===== src/rtl/pwm_duty_decoder.sv =====
// Measures the period and high time of an asynchronous PWM line in clk cycles
// and reports the duty cycle in tenths, with stuck-line and short-period flags.
module pwm_duty_decoder #(
  parameter int unsigned CNT_W   = 8,
  parameter int unsigned TIMEOUT = 200
) (
  input  logic             clk,
  input  logic             reset,
  input  logic             pwm_in,
  output logic [CNT_W-1:0] period_out,
  output logic [CNT_W-1:0] high_out,
  output logic [3:0]       duty_tenths,
  output logic             valid,
  output logic             stuck,
  output logic             overrun
);

  localparam logic [1:0] IDLE = 2'd0;
  localparam logic [1:0] MEAS = 2'd1;
  localparam logic [1:0] DIV  = 2'd2;

  localparam int unsigned      RW     = CNT_W + 4;
  localparam logic [CNT_W-1:0] TO_CNT = CNT_W'(TIMEOUT);

  logic             sync_q, pwm_s, pwm_d;
  logic             rise;
  logic [CNT_W-1:0] cnt_p, cnt_h;
  logic [1:0]       state;
  logic [CNT_W-1:0] per_q, hi_q;
  logic [RW-1:0]    rem;
  logic [3:0]       q;
  logic [1:0]       bit_idx;
  logic             timeout;

  logic [RW-1:0]    div_shift;
  logic             rem_ge;
  logic [RW-1:0]    rem_nxt;
  logic [3:0]       q_nxt;

  assign rise = pwm_s & ~pwm_d;

  // Once stuck is flagged, further timeouts stay silent until a real result clears it.
  assign timeout = (cnt_p == TO_CNT) && !stuck && !rise;

  always_comb begin
    div_shift = RW'(per_q) << bit_idx;
    rem_ge    = (rem >= div_shift);
    rem_nxt   = rem;
    q_nxt     = q;
    if (rem_ge) begin
      rem_nxt = rem - div_shift;
      q_nxt   = q | (4'd1 << bit_idx);
    end
  end

  always_ff @(posedge clk) begin
    if (reset) begin
      sync_q <= 1'b0;
      pwm_s  <= 1'b0;
      pwm_d  <= 1'b0;
    end else begin
      sync_q <= pwm_in;
      pwm_s  <= sync_q;
      pwm_d  <= pwm_s;
    end
  end

  // Counters run in every state so the period after a latch is measured seamlessly.
  always_ff @(posedge clk) begin
    if (reset) begin
      cnt_p <= '0;
      cnt_h <= '0;
    end else if (rise) begin
      cnt_p <= CNT_W'(1);
      cnt_h <= CNT_W'(1);
    end else begin
      if (cnt_p != TO_CNT)
        cnt_p <= cnt_p + CNT_W'(1);
      if (pwm_s && (cnt_h != TO_CNT))
        cnt_h <= cnt_h + CNT_W'(1);
    end
  end

  always_ff @(posedge clk) begin
    if (reset) begin
      state       <= IDLE;
      per_q       <= '0;
      hi_q        <= '0;
      rem         <= '0;
      q           <= '0;
      bit_idx     <= '0;
      period_out  <= '0;
      high_out    <= '0;
      duty_tenths <= '0;
      valid       <= 1'b0;
      stuck       <= 1'b0;
      overrun     <= 1'b0;
    end else begin
      valid   <= 1'b0;
      overrun <= 1'b0;
      case (state)
        IDLE: begin
          if (rise) begin
            state <= MEAS;
          end else if (timeout) begin
            valid       <= 1'b1;
            stuck       <= 1'b1;
            period_out  <= '0;
            high_out    <= '0;
            duty_tenths <= pwm_s ? 4'd10 : 4'd0;
          end
        end
        MEAS: begin
          if (rise) begin
            per_q   <= cnt_p;
            hi_q    <= cnt_h;
            rem     <= RW'(cnt_h) * RW'(10);
            q       <= '0;
            bit_idx <= 2'd3;
            state   <= DIV;
          end else if (timeout) begin
            valid       <= 1'b1;
            stuck       <= 1'b1;
            period_out  <= '0;
            high_out    <= '0;
            duty_tenths <= pwm_s ? 4'd10 : 4'd0;
            state       <= IDLE;
          end
        end
        DIV: begin
          rem <= rem_nxt;
          q   <= q_nxt;
          if (rise)
            overrun <= 1'b1;
          if (bit_idx == 2'd0) begin
            period_out  <= per_q;
            high_out    <= hi_q;
            duty_tenths <= q_nxt;
            valid       <= 1'b1;
            stuck       <= 1'b0;
            state       <= MEAS;
          end else begin
            bit_idx <= bit_idx - 2'd1;
          end
        end
        default: state <= IDLE;
      endcase
    end
  end

endmodule


===== config.mk =====
export PLATFORM = sky130hd
export DESIGN_NAME = pwm_duty_decoder
export DESIGN_NICKNAME = d
export VERILOG_FILES = /design/src/rtl/pwm_duty_decoder.sv
export SDC_FILE = /design/constraint.sdc
export NUM_CORES = 1
export LEC_CHECK = 0
export BUFFER_PORTS_ARGS = -buffer_cell sky130_fd_sc_hd__clkbuf_2
export CELL_PAD_IN_SITES_DETAIL_PLACEMENT = 2
export CELL_PAD_IN_SITES_GLOBAL_PLACEMENT = 2
export CORE_MARGIN = 2
export CORE_UTILIZATION = 30
export CTS_CLUSTER_DIAMETER = 100
export CTS_CLUSTER_SIZE = 14
export DETAILED_ROUTE_END_ITERATION = 8
export GPL_ROUTABILITY_DRIVEN = 0
export PLACE_DENSITY = 0.66
export RECOVER_POWER = 25
export SYNTH_ARGS = -nofsm -noshare
export SYNTH_HDL_FRONTEND = slang
export SYNTH_SLANG_ARGS = --single-unit

===== constraint.sdc =====
create_clock -name clk -period 3 [get_ports clk]
set_clock_uncertainty 0.15 [all_clocks]
set_input_delay 0.3 -clock clk [delete_from_list [all_inputs] [get_ports clk]]
set_output_delay 0.3 -clock clk [all_outputs]
set_load 0.03 [all_outputs]

==> results.md <==
- Synthesized area per cell: 8.54 um^2
- Root Buffer: clkbuf_16
- Clock sinks: 78
- CP bufs+invs: 1
- Clock Power Share: 0.458
- H-tree levels: 3
- Slew margin rel.: 0.480
- CTS tree: built
- Cells after Synth: 477
- Clock buffer count from CTS: 9
- Worst hold slack: 0.0250 ns
- Most common cell in the netlist: dfxtp_1
- CP Launch Type: flop
- Synth area leader: dfxtp_1
- Aggregate global-route resource usage: 0.182
- Via count: 3597
- First-pass GRT wire length: 20.4 mm
- Status: finished clean
- DR pass1 iterations: 6
- Period utilization: 0.951
- Initial antenna violation count: 0
- Final Instance Area: 0.00486 mm^2
- Least-Margin Pin Slew: 0.770 ns
- Die height: 121 um
- # setup viols final: 0
- Combinational share of power: 0.068
- Critical Path AT: 2.94 ns
- Max_cap viols: 0
- Hold WC Path Type: primary input to flop
- Dpl cell area: 0.00451 mm^2
- I/O pins: 26
- Largest delay share family, worst path: compound AO/OA/AOI/OAI gates
- Die X: 121 um
- Fmax: 0.351 GHz
- Routed WL: 12.7 mm
- Library cells used by synthesis: 54
- Total power: 2.24 mW
- Crit. End Element: flop
- Layout cells sized above 1: 0.134
- Core area: 0.0132 mm^2
- Required @ worst endpoint: 3.09 ns
- Synthesized net count: 513
- P&R area growth vs syn: 19.2%
- Leak: 1.87 nW
- Via density: 5.16
- Via count of the first global-routing pass: 3776
- PwrDens: 461 mW/mm^2
- PortBufs: 25
- Initial DRC count: 130
- Critical path fanouts, max: 6
- Fin crit period: 2.85 ns
- Die area: 0.0145 mm^2
- GRT overflow: 0
- Yosys top cell area share: 0.383
- Largest net degree at the start of global routing: 38
- Initial core utilization: 0.308
- Commonest cells post-synth: dfxtp_1 (78), nor2_1 (51), nand2_1 (48)
- FF+latch count, synth: 78
- Ys flop type: dfxtp_1
- Post-synthesis sequential area ratio: 0.383
- Switching power total: 574 uW
- Final ANT Viol Nets: 0
- Sum of negative setup slack: 0 ns
- Area of the mapped netlist: 0.00408 mm^2
- Part of the power in registers: 0.474
- Final Hold Viols: 0
- CP startpoint: bit_idx[1]$_SDFFE_PP0P_
- Post-DP HPWL: 9.60 mm
- Ys async rst share: 0
- Setup CP Type: flop to flop
- Wire per inst: 18.2 um
- Synth warn: 0
- Clock transition at path regs: 0.06 ns
- Post-route DRC violation count: 0
- Clock latency on the worst-skew pair: 0.34 ns
- Hold Crit Start: pwm_in
- Area contributors post-synth: dfxtp_1 (38%), ha_1 (9.5%), a21oi_1 (5.6%)
- Sw Ratio: 0.256
- # nets final: 552
- Cell Chain, Critical Path: buf_4 > mux2_2 > o21ai_0 > ha_1 > a21oi_2 > nor2_1 > o21ai_2 > and2_2 > a21oi_1 > a2111oi_2
- Slowest cell on the critical path: mux2_2
- Reg2reg start: bit_idx[1]$_SDFFE_PP0P_
- Final Util: 0.367
- Slew Viols, Final: 0
- Worst path max stage delay: 0.35 ns
- Int Pwr: 1.67 mW
- CTS Buffer Depth: 2
- Post-synth EDFFs: 0
- Maximum vdd drop: 0.322 mV
- ANT cells: 0
- Num rows: 42
- CTS Hold Bufs: 0
==> worst register-to-register path, stage by stage (launching register included) <==
cell       delay [ns]
dfxtp_1          0.33
buf_4            0.13
mux2_2           0.35
o21ai_0          0.22
ha_1             0.35
a21oi_2          0.22
nor2_1           0.08
o21ai_2          0.23
and2_2           0.28
a21oi_1          0.08
a2111oi_2        0.33
==> logic make-up after synthesis <==
family / share of synthesized area
compound gates: 0.205
xor+xnor: 0.0537
fa+ha+maj: 0.105
buf+inv: 0.0430
flops: 0.383
mux: 0.0206
simple gates: 0.189
==> power by group through the flow <==
| stage | clock network, mW | logic [mW] | registers [mW] |
|---|---|---|---|
| after global routing | 1.09 | 0.171 | 1.06 |
| final | 1.03 | 0.153 | 1.06 |
| after floorplan | 0 | 0.105 | 1.08 |
| after global placement | 0 | 0.143 | 1.08 |
| after detailed placement | 0 | 0.147 | 1.09 |
| after CTS | 1.05 | 0.149 | 1.06 |
==> final cells by class <==
type | instances | area (um^2)
well taps | 176 | 220
repair buffers | 50 | 289
inverters | 21 | 78.8
clock buffers | 10 | 229
clock inverters | 6 | 47.5
fillers | 1533 | 8390
flip-flops and latches | 78 | 1570
multi-input cells | 356 | 2430
==> through the flow <==
step	cells	setup WS [ns]
after floorplan	477	0.0424
final	697	0.148
after detailed placement	680	-0.159
after global routing	697	-0.0138
after CTS	696	-0.0406
after global placement	680	0.0629
==> worst paths after layout <==
check                   endpoint  slack, ns  depth (start not counted)
max          rem[2]$_SDFFE_PP0P_       0.15                         10
min            sync_q$_SDFF_PP0_       0.02                          2
max reg2reg  rem[2]$_SDFFE_PP0P_       0.15                         10
min reg2reg     pwm_s$_SDFF_PP0_       0.29                          1
==> routing by layer <==
layer / up-vias / GRT usage / routed length, um
li1: 1765 / - / -
met1: 1788 / 0.237 / 6120
met2: 32 / 0.304 / 6160
met3: 12 / 0.0344 / 267
met4: 0 / 0.0552 / 157
met5: - / 0 / 0
==> layout by cell type, fill, tap and decap left out, drive strengths merged, types with 5 or more instances in the layout <==
master	instances
dfxtp	78
nor2	52
nand2	48
a21oi	46
clkbuf	35
ha	31
buf	25
inv	22
o21ai	22
a22o	16
nand3	14
xor2	13
xnor2	12
nor2b	9
a31oi	8
nand2b	8
nor3	6
and3	6
mux2i	5
a211oi	5
a22oi	5
==> sequential cells by signal (all words and copies together) (netlist names), 2 cells and up <==
signal,count
duty_tenths,4
per_q,8
state,2
period_out,8
q,4
bit_idx,2
rem,12
cnt_h,8
high_out,8
cnt_p,8
hi_q,8
==> timing repair <==
item	4_1_cts	5_1_grt
setup buffers	0	1
resized for setup	5	19
setup endpoints to repair	3	13
pin swaps	0	2
No activity file was read; power rests on OpenSTA's default activity.
